**src/rtl/adc_capture_pkg.sv**
```systemverilog
// rtl/adc_capture_pkg.sv - shared types, defaults and helpers for the ADC capture sequencer
//
// Contents:
//   state_e        sequencer state encoding
//   DEF_*          default timing parameters for adc_capture_sequencer
//   max3()         maximum of three phase lengths
//   cnt_width()    wait-counter width able to hold (longest phase - 1)
//   norm_len()     cfg_len normalisation: 0 or oversize -> full depth
package adc_capture_pkg;

    typedef enum logic [2:0] {
        ST_IDLE    = 3'd0,
        ST_CLKRST  = 3'd1,
        ST_SETTLE  = 3'd2,
        ST_ARMED   = 3'd3,
        ST_CAPTURE = 3'd4,
        ST_DONE    = 3'd5
    } state_e;

    localparam int DEF_DATA_W         = 9;
    localparam int DEF_DEPTH_LOG2     = 10;
    localparam int DEF_CLKRST_CYCLES  = 8;
    localparam int DEF_SETTLE_CYCLES  = 64;
    localparam int DEF_TIMEOUT_CYCLES = 65536;

    function automatic int unsigned max3(input int unsigned a,
                                         input int unsigned b,
                                         input int unsigned c);
        int unsigned m;
        m = (a > b) ? a : b;
        return (m > c) ? m : c;
    endfunction

    // The counter is loaded with N-1 and counts down to 0, so clog2(N) bits
    // are enough for the longest phase.
    function automatic int unsigned cnt_width(input int unsigned a,
                                              input int unsigned b,
                                              input int unsigned c);
        int unsigned m;
        m = max3(a, b, c);
        return (m <= 2) ? 1 : $clog2(m);
    endfunction

    function automatic int unsigned norm_len(input int unsigned cfg,
                                             input int unsigned depth_log2);
        int unsigned depth;
        depth = 32'd1 << depth_log2;
        if (cfg == 0 || cfg > depth) begin
            return depth;
        end
        return cfg;
    endfunction

endpackage

```
**src/rtl/adc_capture_wait_cnt.sv**
```systemverilog
// rtl/adc_capture_wait_cnt.sv - loadable down-counter with zero flag for phase timing
//
// Ports:
//   clock     block clock
//   reset     asynchronous active-low reset
//   load      load load_val this cycle (wins over dec)
//   load_val  value to load
//   dec       decrement by one; saturates at zero
//   zero      counter currently holds zero
module adc_capture_wait_cnt #(
    parameter int CNT_W = 8
) (
    input  logic             clock,
    input  logic             reset,
    input  logic             load,
    input  logic [CNT_W-1:0] load_val,
    input  logic             dec,
    output logic             zero
);

    logic [CNT_W-1:0] cnt_q;
    logic [CNT_W-1:0] cnt_d;

    always_comb begin
        cnt_d = cnt_q;
        if (load) begin
            cnt_d = load_val;
        end else if (dec && (cnt_q != '0)) begin
            cnt_d = cnt_q - 1'b1;
        end
    end

    always_ff @(posedge clock or negedge reset) begin
        if (!reset) begin
            cnt_q <= '0;
        end else begin
            cnt_q <= cnt_d;
        end
    end

    assign zero = (cnt_q == '0);

endmodule

```
**src/rtl/adc_capture_sequencer.sv**
```systemverilog
// rtl/adc_capture_sequencer.sv - ADC snapshot capture sequencer (clkrst, settle, arm, stream to SRAM)
//
// Optional build macro: ADC_CAPTURE_TIMEOUT_EN enables the ARMED watchdog and
// the sticky timeout flag; otherwise ARMED waits indefinitely and timeout is 0.
//
// Ports:
//   clock, reset          block clock, asynchronous active-low reset
//   start, abort          capture request / cancel (abort wins)
//   cfg_len               samples to capture, 0 = full depth; latched on start
//   trig                  level trigger sampled in ARMED
//   adc_valid, adc_data   ADC sample stream
//   clkrst                ADC clock-divider reset
//   mem_wen/addr/wdata    capture SRAM write port
//   busy, done            status (busy outside IDLE/DONE, done level in DONE)
//   captured              samples written so far
//   timeout               sticky ARMED-watchdog flag
module adc_capture_sequencer
    import adc_capture_pkg::*;
#(
    parameter int DATA_W         = DEF_DATA_W,
    parameter int DEPTH_LOG2     = DEF_DEPTH_LOG2,
    parameter int CLKRST_CYCLES  = DEF_CLKRST_CYCLES,
    parameter int SETTLE_CYCLES  = DEF_SETTLE_CYCLES,
    parameter int TIMEOUT_CYCLES = DEF_TIMEOUT_CYCLES
) (
    input  logic                  clock,
    input  logic                  reset,
    input  logic                  start,
    input  logic                  abort,
    input  logic [DEPTH_LOG2:0]   cfg_len,
    input  logic                  trig,
    input  logic                  adc_valid,
    input  logic [DATA_W-1:0]     adc_data,
    output logic                  clkrst,
    output logic                  mem_wen,
    output logic [DEPTH_LOG2-1:0] mem_addr,
    output logic [DATA_W-1:0]     mem_wdata,
    output logic                  busy,
    output logic                  done,
    output logic [DEPTH_LOG2:0]   captured,
    output logic                  timeout
);

    localparam int LEN_W = DEPTH_LOG2 + 1;
    localparam int CNT_W = int'(cnt_width(CLKRST_CYCLES, SETTLE_CYCLES, TIMEOUT_CYCLES));

    state_e                state_q,     state_d;
    logic [LEN_W-1:0]      len_q,       len_d;
    logic [LEN_W-1:0]      captured_q,  captured_d;
    logic                  clkrst_q,    clkrst_d;
    logic                  mem_wen_q,   mem_wen_d;
    logic [DEPTH_LOG2-1:0] mem_addr_q,  mem_addr_d;
    logic [DATA_W-1:0]     mem_wdata_q, mem_wdata_d;
    logic                  busy_q,      busy_d;
    logic                  done_q,      done_d;

    logic                  cnt_load;
    logic [CNT_W-1:0]      cnt_load_val;
    logic                  cnt_dec;
    logic                  cnt_zero;
    logic                  take_sample;

`ifdef ADC_CAPTURE_TIMEOUT_EN
    logic                  timeout_q,   timeout_d;
`endif

    adc_capture_wait_cnt #(
        .CNT_W (CNT_W)
    ) u_wait_cnt (
        .clock    (clock),
        .reset    (reset),
        .load     (cnt_load),
        .load_val (cnt_load_val),
        .dec      (cnt_dec),
        .zero     (cnt_zero)
    );

    always_comb begin
        state_d      = state_q;
        len_d        = len_q;
        captured_d   = captured_q;
        clkrst_d     = clkrst_q;
        mem_wen_d    = 1'b0;
        mem_addr_d   = mem_addr_q;
        mem_wdata_d  = mem_wdata_q;
        done_d       = done_q;
        cnt_load     = 1'b0;
        cnt_load_val = '0;
        cnt_dec      = 1'b0;
        take_sample  = 1'b0;
`ifdef ADC_CAPTURE_TIMEOUT_EN
        timeout_d    = timeout_q;
`endif

        if (abort) begin
            // A write already registered for this cycle still completes;
            // nothing further is issued.
            state_d  = ST_IDLE;
            clkrst_d = 1'b0;
            done_d   = 1'b0;
        end else begin
            unique case (state_q)
                ST_IDLE, ST_DONE: begin
                    if (start) begin
                        len_d        = LEN_W'(norm_len(32'(cfg_len), DEPTH_LOG2));
                        captured_d   = '0;
                        done_d       = 1'b0;
`ifdef ADC_CAPTURE_TIMEOUT_EN
                        timeout_d    = 1'b0;
`endif
                        state_d      = ST_CLKRST;
                        clkrst_d     = 1'b1;
                        cnt_load     = 1'b1;
                        cnt_load_val = CNT_W'(CLKRST_CYCLES - 1);
                    end
                end
                ST_CLKRST: begin
                    if (cnt_zero) begin
                        state_d      = ST_SETTLE;
                        clkrst_d     = 1'b0;
                        cnt_load     = 1'b1;
                        cnt_load_val = CNT_W'(SETTLE_CYCLES - 1);
                    end else begin
                        cnt_dec = 1'b1;
                    end
                end
                ST_SETTLE: begin
                    if (cnt_zero) begin
                        state_d = ST_ARMED;
`ifdef ADC_CAPTURE_TIMEOUT_EN
                        cnt_load     = 1'b1;
                        cnt_load_val = CNT_W'(TIMEOUT_CYCLES - 1);
`endif
                    end else begin
                        cnt_dec = 1'b1;
                    end
                end
                ST_ARMED: begin
                    // A sample valid in the trigger cycle is capture index 0.
                    if (trig) begin
                        state_d     = ST_CAPTURE;
                        take_sample = adc_valid;
`ifdef ADC_CAPTURE_TIMEOUT_EN
                    end else if (cnt_zero) begin
                        state_d   = ST_DONE;
                        done_d    = 1'b1;
                        timeout_d = 1'b1;
                    end else begin
                        cnt_dec = 1'b1;
`endif
                    end
                end
                ST_CAPTURE: begin
                    // captured reaches len in the cycle the final write is
                    // on the port; the following cycle is DONE.
                    if (captured_q == len_q) begin
                        state_d = ST_DONE;
                        done_d  = 1'b1;
                    end else begin
                        take_sample = adc_valid;
                    end
                end
                default: begin
                    state_d = ST_IDLE;
                end
            endcase
        end

        if (take_sample) begin
            mem_wen_d   = 1'b1;
            mem_addr_d  = captured_q[DEPTH_LOG2-1:0];
            mem_wdata_d = adc_data;
            captured_d  = captured_q + 1'b1;
        end

        busy_d = (state_d != ST_IDLE) && (state_d != ST_DONE);
    end

    always_ff @(posedge clock or negedge reset) begin
        if (!reset) begin
            state_q     <= ST_IDLE;
            len_q       <= '0;
            captured_q  <= '0;
            clkrst_q    <= 1'b0;
            mem_wen_q   <= 1'b0;
            mem_addr_q  <= '0;
            mem_wdata_q <= '0;
            busy_q      <= 1'b0;
            done_q      <= 1'b0;
        end else begin
            state_q     <= state_d;
            len_q       <= len_d;
            captured_q  <= captured_d;
            clkrst_q    <= clkrst_d;
            mem_wen_q   <= mem_wen_d;
            mem_addr_q  <= mem_addr_d;
            mem_wdata_q <= mem_wdata_d;
            busy_q      <= busy_d;
            done_q      <= done_d;
        end
    end

`ifdef ADC_CAPTURE_TIMEOUT_EN
    always_ff @(posedge clock or negedge reset) begin
        if (!reset) begin
            timeout_q <= 1'b0;
        end else begin
            timeout_q <= timeout_d;
        end
    end
    assign timeout = timeout_q;
`else
    assign timeout = 1'b0;
`endif

    assign clkrst    = clkrst_q;
    assign mem_wen   = mem_wen_q;
    assign mem_addr  = mem_addr_q;
    assign mem_wdata = mem_wdata_q;
    assign busy      = busy_q;
    assign done      = done_q;
    assign captured  = captured_q;

endmodule

```
**config.mk**
```make
export PLATFORM = sky130hd
export DESIGN_NAME = adc_capture_sequencer
export DESIGN_NICKNAME = d
export VERILOG_FILES = /design/src/rtl/adc_capture_pkg.sv /design/src/rtl/adc_capture_wait_cnt.sv /design/src/rtl/adc_capture_sequencer.sv
export SDC_FILE = /design/constraint.sdc
export NUM_CORES = 1
export LEC_CHECK = 0
export CAP_MARGIN = 25
export CORE_MARGIN = 5
export CORE_UTILIZATION = 36
export DETAILED_ROUTE_END_ITERATION = 8
export DONT_BUFFER_PORTS = 1
export SKIP_CTS_REPAIR_TIMING = 1
export SLEW_MARGIN = 0
export SYNTH_ARGS = -nofsm -noshare
export SYNTH_HDL_FRONTEND = slang
export SYNTH_SLANG_ARGS = --single-unit
```
**constraint.sdc**
```tcl
create_clock -name clock -period 4.2 [get_ports clock]
set_input_delay 0.84 -clock clock [delete_from_list [all_inputs] [get_ports clock]]
set_output_delay 0.84 -clock clock [all_outputs]
set_load 0.05 [all_outputs]
```
Word level (Yosys, flattened, before mapping)
Cells that the tools add are included.

word-level totals
  register bits after elaboration = 64
  input bits = 26
  output and inout port bits = 35

operators by class
  add/sub/neg operators = 2
  magnitude comparators = 1
  eq/ne operators = 11
  multiplexer cells = 43
  bitwise logic cells = 1
  reduce and logical (&&, ||, !) cells = 19

operators with widths
  cell                                                  number
  2-to-1 mux 11 bit                                     6
  2-to-1 mux 16 bit                                     2
  2-to-1 mux 3 bit                                      7
  2-to-1 mux 1 bit                                      20
  zero test 16 bit                                      1
  nonzero test 16 bit                                   1
  subtractor 16 x 1 -> 16 bit (second input constant)   1
  one-hot mux 3 bit (5 select lines)                    1
  2-to-1 mux 6 bit                                      2
  != test 3 bit (second input constant)                 4
  one-hot mux 6 bit (2 select lines)                    1
  AND reduction 3 bit                                   4
  adder 11 x 1 -> 11 bit (second input constant)        1
  equality test 11 bit                                  1
  > comparator 11 bit (second input constant)           1
  zero test 11 bit                                      1
  nonzero test 3 bit                                    3
  one-hot mux 1 bit (2 select lines)                    4
  equality test 3 x 2 -> 1 bit (second input constant)  2
  equality test 3 bit (second input constant)           2
  nonzero test 2 bit                                    3
  OR reduction 2 bit                                    2
  equality test 3 x 1 -> 1 bit (second input constant)  1
  zero test 3 bit                                       1
  4 further kinds                                       5

Depth between registers and ports, before layout
Gate-level depths: netlist of the first run.

  depth in word-level cells = 7
  gate-level depth with buffers = 8

Hierarchy
A second synthesis of the first run with hierarchy kept.

second synthesis, totals
  cell total of the unflattened synthesis = 336
  area total of the unflattened synthesis = 3,469.6 sq um

by module, submodules not included
  module                 instances  cells an instance  area an instance (sq um)  seq. area each (sq um)
  adc_capture_sequencer  1          225                2,462.4                   1,201.2
  adc_capture_wait_cnt   1          111                1,007.2                   400.4

Worst setup path before layout of the first run
Ideal clock, no wire load.

  kind = register to register
  start = register captured_q[5] (netlist: captured[5])
  end = register mem_addr_q[5] (netlist: mem_addr[5])
  setup time = 0.128 ns
  arrival time = 2.479 ns
  setup slack = 1.593 ns
  stages on the path, launching flop included = 9
  path buffers = 3
  period minus slack after synthesis = 2.607 ns
  cell sequence = dfrtp_1 > clkbuf_1 > xnor2_1 > nand4_1 > o31a_1 > clkbuf_1 > o21ai_2 > buf_2 > mux2_1

between the ends
  cells in the longest elaborated chain, start to end = 4

RTL lines
  what                                line                          text
  start, declared                     adc_capture_sequencer.sv:49   logic [LEN_W-1:0] captured_q, captured_d;
  start signal, assigned              adc_capture_sequencer.sv:193  captured_q <= captured_d;
  equality test 11 bit                adc_capture_sequencer.sv:156  if (captured_q == len_q) begin
  2-to-1 mux 1 bit                    adc_capture_sequencer.sv:156
  one-hot mux 1 bit (2 select lines)  adc_capture_sequencer.sv:102  unique case (state_q)
  2-to-1 mux 1 bit                    adc_capture_sequencer.sv:95   if (abort) begin
  end signal, assigned                adc_capture_sequencer.sv:196  mem_addr_q <= mem_addr_d;
  end, declared                       adc_capture_sequencer.sv:52   logic [DEPTH_LOG2-1:0] mem_addr_q, mem_addr_d;

Parallel ways exist; a longest one is shown, timed or not.
A chain may end at the register's enable or synchronous reset.

Worst setup path after layout of the first run
  start = register captured_q[5] (netlist: captured[5])
  end = register mem_addr_q[9] (netlist: mem_addr[9])

between the ends
  cells in the longest elaborated chain, start to end = 4

RTL lines
  what                                line
  equality test 11 bit                adc_capture_sequencer.sv:156
  2-to-1 mux 1 bit                    adc_capture_sequencer.sv:156
  one-hot mux 1 bit (2 select lines)  adc_capture_sequencer.sv:102
  2-to-1 mux 1 bit                    adc_capture_sequencer.sv:95

Every way passes these cells.

==> results.txt, run 1 <==
----------------------------------------------------
[Power]
  Sw Share ... about a quarter
  Clk pwr share ... 40.2%
  Cell area power density ... 382.2 mW/mm^2
  Power share of the combinational group ... a little under a tenth
  Design internal power ... approximately 1.0 mW
  Leakage power total ... 1.612 nW
  Net switching power ... around 350 uW
  Share of power burned in registers ... about half
  Maximum vdd ir drop ... 0.1941 mV

[Floorplan]
  Die height ... 106.1 um
  Area enclosed by the die boundary ... roughly 0.011 mm^2
  Number of placement rows ... 35
  Area of the core region ... between 0.009 and 0.01 mm^2
  Number of placed I/O pins ... 61
  Initial standard-cell utilization of the core ... 36.50%
  X dimension of the die ... between 100 and 150 um

[Global route]
  Total GRT Usage ... between 10 and 15%
  Initial antenna violation count ... 0
  Pin count of the biggest net entering global routing ... 65
  First-pass GRT wire length ... ~12,000 um
  GR Overflow Total ... 0
  Via count of the first global-routing pass ... about 2,300

[Placed design]
  Cell count after placement ... ~420
  RD Place Congestion ... slightly above 0.8
  Setup slack at placement ... roughly 1.5 ns
  Number of buffer cells added on primary ports ... 0
  HPWL reported at the end of detailed placement ... between 5000 and 6000 um

[Worst setup path]
  Required time at the worst-slack endpoint ... 4.43 ns
  Crit-path max FO ... 25
  Critical path buffer and inverter count ... 1
  Kind of cell adding the most delay to the critical path ... flip-flops
  Arrival time at the worst endpoint ... between 2 and 3 ns
  Path depth of the worst reg2reg path ... 6
  Kind of start point of the critical path ... register
  Worst flop-to-flop path endpoint ... mem_addr[9]$_DFFE_PN0P_
  Nature of the critical path endpoint ... register
  Crit. path cell count ... 6
  Ordered list of cells on the worst path ... xnor2_1 > nand4_1 > o31a_1 > o21ai_2 > buf_4 > mux2_2
  Maximum cell stage delay along the critical path ... approximately 0.85 ns
  Critical register-to-register path startpoint ... captured[5]$_DFFE_PN0P_
  Critical-path cell with the highest stage delay ... sky130_fd_sc_hd__dfrtp_1
  Worst setup path class ... reg -> reg
  R2R Setup Slk ... approximately 1.6 ns

[Routing]
  Wire length reported by the detailed router ... around 7500 um
  DRC Markers ... 0
  Via total after detailed routing ... 2,407
  Iteration count of the initial detailed-routing pass ... 4
  Initial detailed-routing violation count ... roughly 130
  Average via count per standard cell ... 5.521
  Post-route antenna net violation count ... 0
  Routed len/inst ... ~17 um

[Hold path]
  Hold WC Path Type ... in -> async

[Synthesis]
  Average cell area after synthesis ... 10.17 um^2
  Cell types with the highest counts after synthesis ... 64 x sky130_fd_sc_hd__dfrtp_1, 25 x sky130_fd_sc_hd__nand2_1, 23 x sky130_fd_sc_hd__nor2_1
  Unique cell type count in the Yosys netlist ... 57
  Post-synthesis xor/xnor area fraction ... under 10%
  Dominant cell by count in the synthesized netlist ... sky130_fd_sc_hd__dfrtp_1
  Flip-flop and latch count after synthesis ... 64
  Main flop type after synthesis ... sky130_fd_sc_hd__dfrtp_1
  Fraction of the yosys area taken by sequential cells ... about half
  Total number of yosys warnings ... 0
  Combinational family with the most area after synthesis ... simple AND/OR/NAND/NOR gates
  Cell taking the most area after synthesis ... sky130_fd_sc_hd__dfrtp_1
  Number of synthesized flops with an enable pin ... 0
  Yosys top cell area share ... roughly 48%
  Cell count after synthesis ... approximately 330
  Post-Synthesis Net Count ... 356
  Basic-gate share of the synthesized area counting and, or, nand and nor cells ... 21.23%
  Multiplexer share of the synthesized area ... about 7.7%
  Top post-synthesis cells by area ... sky130_fd_sc_hd__dfrtp_1 48%, sky130_fd_sc_hd__mux2_1 6.4%, sky130_fd_sc_hd__xnor2_1 5.0%
  Mapped Area ... approximately 0.0033 mm^2
  Fraction of the mapped netlist area in compound gates ... about an eighth
  Post-synthesis async set-or-reset flop share ... 100.0%
  Synth Area in Adders ... under 10%

[Timing]
  Final period demand of the worst path ... 2.634 ns
  Relative slew margins ... around a third
  Final hold violation count ... 0
  Crit share post-route ... approximately 63%
  Hold slack ... between 0.15 and 0.2 ns
  Accumulated negative setup slack ... 0 ns
  Clock tree skew after final layout ... ~0.0074 ns
  Measured slew at the worst slew-check pin ... just under 1 ns
  Final Worst Setup Slack ... about 1.6 ns
  Unrepaired setup endpoints after global routing ... no
  Final count of negative-setup-slack endpoints ... 0
  Max Transition Viols Final ... 0
  Achievable clock frequency ... between 300 and 400 MHz

[Layout]
  Diodes inserted ... 0
  Final cell count without fillers ... around 440
  Ratio of cells with drive above 1 in the final layout ... 8.000%
  Area Overhead vs Synth ... 8.318%
  Final-layout fill cell count ... around 900
  Final Net Count ... 350

[Clocking]
  CTS buffer count ... 9
  TritonCTS clock tree ... done
  # clock sinks ... 64
  Maximum root-to-sink buffer count ... 2
  H-tree depth ... 3
  Clock input transition at the sequential cells of the worst setup and hold paths ... around 0.070 ns
  CTS root buffer ... sky130_fd_sc_hd__clkbuf_8
  Later-pin clock latency in the skew report ... 0.35 ns

[Run]
  Count of max-cap constraint violations ... 0

[Status]
  Status ... finished, final reports clean

----------------------------------------------------
## worst max-delay path by stage
stage / start / slack (ns) / end
2_1_floorplan: captured[5]$_DFFE_PN0P_ / 1.59 / mem_addr[5]$_DFFE_PN0P_
3_3_place_gp: captured[5]$_DFFE_PN0P_ / 1.60 / mem_addr[9]$_DFFE_PN0P_
3_5_place_dp: adc_valid / 1.54 / captured[10]$_DFFE_PN0P_
4_1_cts: captured[5]$_DFFE_PN0P_ / 1.56 / mem_addr[9]$_DFFE_PN0P_
5_1_grt: u_wait_cnt.cnt_q[1]$_DFFE_PN0P_ / 1.36 / u_wait_cnt.cnt_q[15]$_DFFE_PN0P_
6_report: captured[5]$_DFFE_PN0P_ / 1.57 / mem_addr[9]$_DFFE_PN0P_
## layer usage
layer  part of all wire, %  GRT usage [%]
met4                   2.4          7.031
met3                   5.7          3.886
met1                    45          17.74
met2                    47          21.72
met5                     0              0
## state kept, by name (all words and copies together), names as in the netlist
| register | cells |
|---|---|
| u_wait_cnt.cnt_q | 16 |
| captured | 11 |
| len_q | 11 |
| mem_addr | 10 |
| mem_wdata | 9 |
| state_q | 3 |
| busy | 1 |
| clkrst | 1 |
| done | 1 |
| mem_wen | 1 |
## placed cells by master (no fill, tap or decap), types with 2 or more instances in the layout
master / count
sky130_fd_sc_hd__a211oi_1: 2
sky130_fd_sc_hd__a21oi_1: 7
sky130_fd_sc_hd__a22o_1: 3
sky130_fd_sc_hd__a22oi_1: 2
sky130_fd_sc_hd__a31oi_1: 2
sky130_fd_sc_hd__and2_1: 3
sky130_fd_sc_hd__and3_1: 4
sky130_fd_sc_hd__buf_4: 2
sky130_fd_sc_hd__clkbuf_8: 12
sky130_fd_sc_hd__clkinv_2: 2
sky130_fd_sc_hd__dfrtp_1: 64
sky130_fd_sc_hd__ha_1: 3
sky130_fd_sc_hd__inv_1: 6
sky130_fd_sc_hd__mux2_1: 19
sky130_fd_sc_hd__mux2i_1: 3
sky130_fd_sc_hd__nand2_1: 25
sky130_fd_sc_hd__nand2b_1: 12
sky130_fd_sc_hd__nand3_1: 6
sky130_fd_sc_hd__nand3b_1: 2
sky130_fd_sc_hd__nand4_1: 4
sky130_fd_sc_hd__nor2_1: 23
sky130_fd_sc_hd__nor2b_1: 6
sky130_fd_sc_hd__nor3_1: 14
sky130_fd_sc_hd__nor4_1: 9
sky130_fd_sc_hd__o2111ai_1: 2
sky130_fd_sc_hd__o211ai_1: 9
sky130_fd_sc_hd__o21ai_0: 11
sky130_fd_sc_hd__o21ai_1: 3
sky130_fd_sc_hd__o221ai_1: 3
sky130_fd_sc_hd__o31a_1: 2
sky130_fd_sc_hd__o31ai_1: 6
sky130_fd_sc_hd__or3_1: 3
sky130_fd_sc_hd__or4_1: 5
sky130_fd_sc_hd__or4_4: 2
sky130_fd_sc_hd__xnor2_1: 19
sky130_fd_sc_hd__xor2_1: 4
## through the flow
stage               util (%)  cell area, um^2  total power, mW
floorplan                  -             3324           0.8108
global placement       37.28             3396           0.8317
detailed placement     37.28             3396           0.8363
CTS                    39.53             3601            1.397
global route           39.53             3601            1.449
finish                 39.53             3601            1.376
## area by class of cell
class	instances	area (um^2)	area share, %
multi-input combinational	238	1618	44.93
inverter	6	22.52	0.6254
clock inverter	3	40.04	1.112
clock buffer	12	165.2	4.587
tap	111	138.9	3.857
sequential	64	1602	44.48
timing repair buffer	2	15.01	0.4170
## cells by family (layout without fill, tap and decap cells)
family | after synthesis | count (layout)
adders and majority gates | 3 | 3
buffers and inverters | 25 | 23
xor gates and xnor gates | 23 | 23
other | 1 | 1
and+or+nand+nor | 128 | 128
muxes | 23 | 23
DFF | 64 | 64
AOI/OAI and AO/OA | 60 | 60
## power groups by stage
stage / clock network (mW) / logic, mW / registers, mW
floorplan: 0 / 0.118 / 0.693
detailed placement: 0 / 0.133 / 0.703
finish: 0.553 / 0.132 / 0.691
CTS: 0.572 / 0.133 / 0.692
global placement: 0 / 0.129 / 0.702
global route: 0.602 / 0.151 / 0.696
(Power assumes the default switching activity.)
==> run 2: changes to the inputs <==
==> constraint.sdc (replaced) <==
create_clock -name clock -period 2.5 [get_ports clock]
set_input_delay 0.5 -clock clock [delete_from_list [all_inputs] [get_ports clock]]
set_output_delay 0.5 -clock clock [all_outputs]
set_load 0.05 [all_outputs]
==> run 2 against run 1 <==
Setup slack got worse by 1.4 ns. Core utilization rose by 2.4 points. Final area rose by 6.0%. Worst hold slack got worse by 0.17 ns. Critical endpoint is now u_wait_cnt.cnt_q[4]$_DFFE_PN0P_.
==> results.txt, run 2 (same netlist as run 1, synthesis figures left out) <==
----------------------------------------------------
[Layout]
  Final Net Count ... 370 (+5.7%)
  Commonest cells after routing, fill and taps aside ... 62 x sky130_fd_sc_hd__dfrtp_1, 25 x sky130_fd_sc_hd__nand2_1, 23 x sky130_fd_sc_hd__nor2_1
  Post-route cell area ... 0.003819 mm^2 (+6.0%)
  Max reg flops ... 16 (unchanged)
  Most frequent standard cell in the layout excluding fill and tap cells ... sky130_fd_sc_hd__dfrtp_1
  Diodes inserted ... 0 (unchanged)
  Ratio of cells with drive above 1 in the final layout ... 14.45% (+6.5 points)
  Area Overhead vs Synth ... 14.87%
  Register bank with the most flops ... u_wait_cnt.cnt_q

[Clocking]
  CTS root buffer ... sky130_fd_sc_hd__clkbuf_8
  CTS buffer count ... 9 (unchanged)
  Later-pin clock latency in the skew report ... 0.35 ns (about the same)
  Clock input transition at the sequential cells of the worst setup and hold paths ... 0.08 ns (about the same)
  # clock sinks ... 64 (unchanged)
  Maximum root-to-sink buffer count ... 2 (unchanged)
  H-tree depth ... 3 (unchanged)
  TritonCTS clock tree ... done

[Timing]
  Relative slew margins ... 66.23% (+32 points)
  Unrepaired setup endpoints after global routing ... no
  Final Worst Setup Slack ... 0.1467 ns (-1.419 ns)
  Clock tree skew after final layout ... 0.01121 ns (+0.003805 ns)
  Achievable clock frequency ... 424.9 MHz (+12%)
  Final hold violation count ... 0 (unchanged)
  Max Transition Viols Final ... 0 (unchanged)
  Crit share post-route ... 94.13% (+31 points)
  Final period demand of the worst path ... 2.353 ns (-0.2806 ns)
  Accumulated negative setup slack ... 0 ns (unchanged)
  Measured slew at the worst slew-check pin ... 0.5061 ns (-0.4841 ns)
  Final count of negative-setup-slack endpoints ... 0 (unchanged)

[Routing]
  Post-route antenna net violation count ... 0 (unchanged)
  Wire length reported by the detailed router ... 7765 um (+3.7%)
  DRC Markers ... 0 (unchanged)
  Average via count per standard cell ... 5.501 (-0.35%)
  Initial detailed-routing violation count ... 126 (-2.3%)
  Routed len/inst ... 16.99 um (-1.0%)
  Iteration count of the initial detailed-routing pass ... 4 (unchanged)
  Via total after detailed routing ... 2,514 (+4.4%)

[Placed design]
  Setup slack at placement ... 0.1216 ns (-1.423 ns)
  HPWL reported at the end of detailed placement ... 5577 um (+6.7%)
  Number of buffer cells added on primary ports ... 0 (unchanged)
  Placed Instance Area ... 0.003541 mm^2 (+4.3%)
  RD Place Congestion ... 0.8053 (unchanged)

[Global route]
  Via count of the first global-routing pass ... 2,492 (+6.2%)
  Pin count of the biggest net entering global routing ... 65 (unchanged)
  Global Route met2 Usage ... 21.95% (+0.23 points)
  GR Overflow Total ... 0 (unchanged)
  Met3 layer usage reported by global route ... 4.614% (+0.73 points)
  Met1 global-route usage ... 18.80% (+1.1 points)
  First-pass GRT wire length ... 12,810 um (+3.9%)
  Most used routing layer in global routing ... met2
  Total GRT Usage ... 14.26% (+0.32 points)
  Initial antenna violation count ... 0 (unchanged)

[Worst setup path]
  Kind of start point of the critical path ... register
  Arrival time at the worst endpoint ... 2.59 ns (-0.27 ns)
  Nature of the critical path endpoint ... register
  Required time at the worst-slack endpoint ... 2.73 ns (-1.70 ns)
  Crit-path max FO ... 12 (-52%)
  Worst setup path class ... reg -> reg

[Floorplan]
  Die height ... 106.1 um (unchanged)
  Initial standard-cell utilization of the core ... 36.50% (unchanged)
  Area of the core region ... 0.009109 mm^2 (unchanged)
  Number of placement rows ... 35 (unchanged)
  X dimension of the die ... 106.1 um (unchanged)
  Area enclosed by the die boundary ... 0.01126 mm^2 (unchanged)
  Number of placed I/O pins ... 61 (unchanged)

[Status]
  Status ... finished, final reports clean

[Run]
  Count of max-cap constraint violations ... 0 (unchanged)

[Power]
  Cell area power density ... 655.5 mW/mm^2 (+72%)
  Maximum vdd ir drop ... 0.3130 mV (+61%)
  Leakage power total ... 1.733 nW (+7.5%)

[Hold path]
  Hold WC Path Type ... in -> async

----------------------------------------------------
run 2: cell count changes in the layout (fill, tap and decap cells not counted), sizes merged:
| cell | delta |
|---|---|
| buf | +20 |
| clkbuf | -3 |
| bufinv | +2 |
| clkinv | +1 |
| clkinvlp | +1 |
run 2: worst max-delay path: stages, from the launching register on:
cell and delay [ns]:
sky130_fd_sc_hd__dfrtp_1 0.41, sky130_fd_sc_hd__or4_4 0.57, sky130_fd_sc_hd__and4b_2 0.46, sky130_fd_sc_hd__nor2_1 0.16, sky130_fd_sc_hd__a211o_1 0.31, sky130_fd_sc_hd__a221o_1 0.34
run 2: per-stage QoR:
step	std cells	utilization [%]	power [mW]	hold slack (ns)
floorplan	327	-	1.362	0.2044
global placement	440	38.87	1.411	0.2071
detailed placement	440	38.87	1.420	0.2070
CTS	456	41.55	2.513	-0.1742
global route	457	41.92	2.630	0.03309
finish	457	41.92	2.503	0.01463
run 2: final cells by class:
| cell class | count | area [um^2] |
|---|---|---|
| Clock buffer | 9 | 123.9 |
| Clock inverter | 7 | 120.1 |
| Fill cell | 885 | 5290 |
| Sequential cell | 64 | 1604 |
| Multi-Input combinational cell | 238 | 1624 |
| Inverter | 6 | 22.52 |
| Tap cell | 111 | 138.9 |
| Timing Repair Buffer | 22 | 185.2 |
run 2: where the power goes:
part	leakage (nW)	switching [mW]	internal, mW	total (mW)
clock	0.119	0.416	0.663	1.08
sequential	0.865	0.0748	1.09	1.16
combinational	0.748	0.147	0.114	0.260
total	1.73	0.638	1.87	2.50
run 2: per-layer routing:
| layer | wire length, um | part of all wire (%) | vias up |
|---|---|---|---|
| li1 | - | - | 1205 |
| met1 | 3485 | 45 | 1229 |
| met2 | 3689 | 48 | 66 |
| met3 | 456 | 5.9 | 14 |
| met4 | 133 | 1.7 | 0 |
| met5 | 0 | 0 | - |
run 2: path summary, 6_finish.rpt:
check                                                      from                               end  slack [ns]  cells past startpoint
worst max-delay path            u_wait_cnt.cnt_q[6]$_DFFE_PN0P_   u_wait_cnt.cnt_q[4]$_DFFE_PN0P_        0.15                      5
worst min-delay path                                      reset  u_wait_cnt.cnt_q[15]$_DFFE_PN0P_        0.01                      1
worst max register to register  u_wait_cnt.cnt_q[6]$_DFFE_PN0P_   u_wait_cnt.cnt_q[4]$_DFFE_PN0P_        0.15                      5
worst min register to register             len_q[2]$_DFFE_PN0P_              len_q[2]$_DFFE_PN0P_        0.51                      2
max in group asynchronous                                 reset           captured[4]$_DFFE_PN0P_        2.17                      1
min in group clock                                        abort                clkrst$_DFFE_PN0P_        0.21                      1
==> run 3: changes to the inputs <==
--- a/config.mk
+++ b/config.mk
@@ -7,9 +7,10 @@
 export LEC_CHECK = 0
 export CAP_MARGIN = 25
 export CORE_MARGIN = 5
-export CORE_UTILIZATION = 36
+export CORE_UTILIZATION = 30
 export DETAILED_ROUTE_END_ITERATION = 8
 export DONT_BUFFER_PORTS = 1
+export MAX_ROUTING_LAYER = met4
 export SKIP_CTS_REPAIR_TIMING = 1
 export SLEW_MARGIN = 0
 export SYNTH_ARGS = -nofsm -noshare
==> run 3 against run 2 <==
Register-to-register slack about the same. Flip-flop and latch count is the same. Combinational power increased by 2%. Total power fell by 1.9%. Sequential power barely moved. First-iteration DRC count grew 19%. Routed wire length rose by 1.4%. Non-clock buffer count rose by 1.
==> results.txt, run 3 (same netlist as run 1, synthesis figures left out) <==
----------------------------------------------------
[Global route]
  GR Overflow Total ... 0 (unchanged)
  Total GRT Usage ... 12.80% (-1.5 points)
  Initial antenna violation count ... 0 (unchanged)
  Pin count of the biggest net entering global routing ... 65 (unchanged)
  First-pass GRT wire length ... 13,060 um (+2.0%)
  Via count of the first global-routing pass ... 2,575 (+3.3%)

[Clocking]
  Clock input transition at the sequential cells of the worst setup and hold paths ... 0.08 ns (about the same)
  Maximum root-to-sink buffer count ... 2 (unchanged)
  TritonCTS clock tree ... done
  H-tree depth ... 3 (unchanged)
  # clock sinks ... 64 (unchanged)
  Later-pin clock latency in the skew report ... 0.35 ns (about the same)
  CTS root buffer ... sky130_fd_sc_hd__clkbuf_8
  CTS buffer count ... 9 (unchanged)

[Power]
  Power consumption ... 2.455 mW (-1.9%)
  Share of power burned in registers ... 47.2% (+0.7 points)
  Leakage power total ... 1.732 nW (about the same)
  Clk pwr share ... 42.0% (-1.1 points)
  Power share of the combinational group ... 10.8% (+0.4 points)
  Design internal power ... 1.774 mW (-4.9%)
  Sw Share ... 27.73% (+2.3 points)
  Cell area power density ... 638.8 mW/mm^2 (-2.6%)
  Maximum vdd ir drop ... 0.2712 mV (-13%)
  Net switching power ... 680.7 uW (+6.7%)

[Timing]
  Measured slew at the worst slew-check pin ... 0.5396 ns (+0.03350 ns)
  Crit share post-route ... 93.79% (-0.34 points)
  Hold slack ... 0.01481 ns (+0.0001727 ns)
  Final period demand of the worst path ... 2.345 ns (-0.008419 ns)
  Final count of negative-setup-slack endpoints ... 0 (unchanged)
  Final hold violation count ... 0 (unchanged)
  Clock tree skew after final layout ... 0.01178 ns (+0.0005615 ns)
  Relative slew margins ... 63.70% (-2.5 points)
  Achievable clock frequency ... 426.5 MHz (+0.36%)
  Unrepaired setup endpoints after global routing ... no
  Max Transition Viols Final ... 0 (unchanged)
  Accumulated negative setup slack ... 0 ns (unchanged)

[Run]
  Count of max-cap constraint violations ... 0 (unchanged)

[Worst setup path]
  Worst setup path class ... reg -> reg
  Path depth of the worst reg2reg path ... 5 (unchanged)
  Critical-path cell with the highest stage delay ... sky130_fd_sc_hd__or4_4
  Crit-path max FO ... 12 (unchanged)
  Nature of the critical path endpoint ... register
  Ordered list of cells on the worst path ... or4_4 > and4b_2 > nor2_1 > a211o_1 > a221o_1
  Maximum cell stage delay along the critical path ... 0.56 ns (about the same)
  R2R Setup Slk ... 0.16 ns (about the same)
  Arrival time at the worst endpoint ... 2.58 ns (about the same)
  Required time at the worst-slack endpoint ... 2.73 ns (about the same)
  Worst flop-to-flop path endpoint ... u_wait_cnt.cnt_q[4]$_DFFE_PN0P_
  Critical register-to-register path startpoint ... u_wait_cnt.cnt_q[6]$_DFFE_PN0P_
  Kind of start point of the critical path ... register

[Routing]
  Via total after detailed routing ... 2,515 (+0.040%)
  Wire length reported by the detailed router ... 7873 um (+1.4%)
  Routed len/inst ... 16.17 um (-4.9%)
  DRC Markers ... 0 (unchanged)
  Average via count per standard cell ... 5.164 (-6.1%)
  Iteration count of the initial detailed-routing pass ... 4 (unchanged)
  Initial detailed-routing violation count ... 150 (+19%)
  Post-route antenna net violation count ... 0 (unchanged)

[Layout]
  Ratio of cells with drive above 1 in the final layout ... 14.70% (+0.25 points)
  Final Net Count ... 371 (+0.27%)
  Max reg flops ... 16 (unchanged)
  Final cell count without fillers ... 487 (+6.6%)
  Diodes inserted ... 0 (unchanged)
  Register bank with the most flops ... u_wait_cnt.cnt_q
  Most frequent standard cell in the layout excluding fill and tap cells ... sky130_fd_sc_hd__dfrtp_1
  Area Overhead vs Synth ... 15.58%
  Commonest cells after routing, fill and taps aside ... 62 x sky130_fd_sc_hd__dfrtp_1, 25 x sky130_fd_sc_hd__nand2_1, 23 x sky130_fd_sc_hd__nor2_1

[Placed design]
  HPWL reported at the end of detailed placement ... 5758 um (+3.2%)
  Number of buffer cells added on primary ports ... 0 (unchanged)
  RD Place Congestion ... 0.8125 (+0.89%)
  Cell count after placement ... 470 (+6.8%)

[Floorplan]
  Area of the core region ... 0.01084 mm^2 (+19%)
  Initial standard-cell utilization of the core ... 30.67% (-5.8 points)
  Area enclosed by the die boundary ... 0.01329 mm^2 (+18%)
  X dimension of the die ... 115.3 um (+8.6%)
  Number of placement rows ... 38 (+8.6%)
  Number of placed I/O pins ... 61 (unchanged)
  Die height ... 115.3 um (+8.6%)

[Status]
  Status ... finished, final reports clean

[Hold path]
  Hold WC Path Type ... in -> async

----------------------------------------------------
run 3: how the worst max path moves through the flow:
stage	from	to	slack (ns)	cells after the start
floorplan	captured[5]$_DFFE_PN0P_	mem_addr[5]$_DFFE_PN0P_	0.02	8
global placement	u_wait_cnt.cnt_q[6]$_DFFE_PN0P_	u_wait_cnt.cnt_q[4]$_DFFE_PN0P_	0.20	5
detailed placement	u_wait_cnt.cnt_q[1]$_DFFE_PN0P_	u_wait_cnt.cnt_q[4]$_DFFE_PN0P_	0.08	7
CTS	u_wait_cnt.cnt_q[1]$_DFFE_PN0P_	u_wait_cnt.cnt_q[4]$_DFFE_PN0P_	0.07	7
global route	u_wait_cnt.cnt_q[12]$_DFFE_PN0P_	u_wait_cnt.cnt_q[4]$_DFFE_PN0P_	0.0005	5
finish	u_wait_cnt.cnt_q[6]$_DFFE_PN0P_	u_wait_cnt.cnt_q[4]$_DFFE_PN0P_	0.16	5
run 3: power by group through the flow:
stage	Sequential [mW]	Clock, mW	Combinational (mW)
3_5_place_dp	1.18	0	0.241
3_3_place_gp	1.18	0	0.230
2_1_floorplan	1.16	0	0.198
5_1_grt	1.17	1.11	0.299
6_report	1.16	1.03	0.265
4_1_cts	1.16	1.06	0.241
run 3: layout make-up:
cell class | instances | area (um^2)
fill | 1101 | 6998
inverter | 6 | 22.52
timing repair buffer | 23 | 192.7
tap | 140 | 175.2
clock buffer | 9 | 123.9
clock inverter | 7 | 100.1
sequential | 64 | 1604
multi-input combinational | 238 | 1624
run 3: through the flow:
step / cell area [um^2] / util (%) / worst slack, ns
final: 3842 / 35.45 / 0.1551
after global routing: 3842 / 35.45 / 0.0004889
after CTS: 3809 / 35.13 / 0.06881
after detailed placement: 3585 / 33.07 / 0.07828
after global placement: 3585 / 33.07 / 0.2047
after floorplan: 3327 / - / 0.01602
run 3: critical path: cells and delay by family, from the launching register on:
family | cells | cell delay, ns
flip-flops | 1 | 0.42
AND/OR/NAND/NOR | 3 | 1.16
AO/OA/AOI/OAI | 2 | 0.65
run 3: routing by layer:
metal  wire length, um  GRT usage [%]  vias up  part of all wire (%)
met5                 0              -        -                     0
li1                  -              -     1214                     -
met1              3461          15.89     1213                    44
met4               123          4.304        0                   1.6
met2              3657          18.98       76                    46
met3               630          5.158       12                   8.0
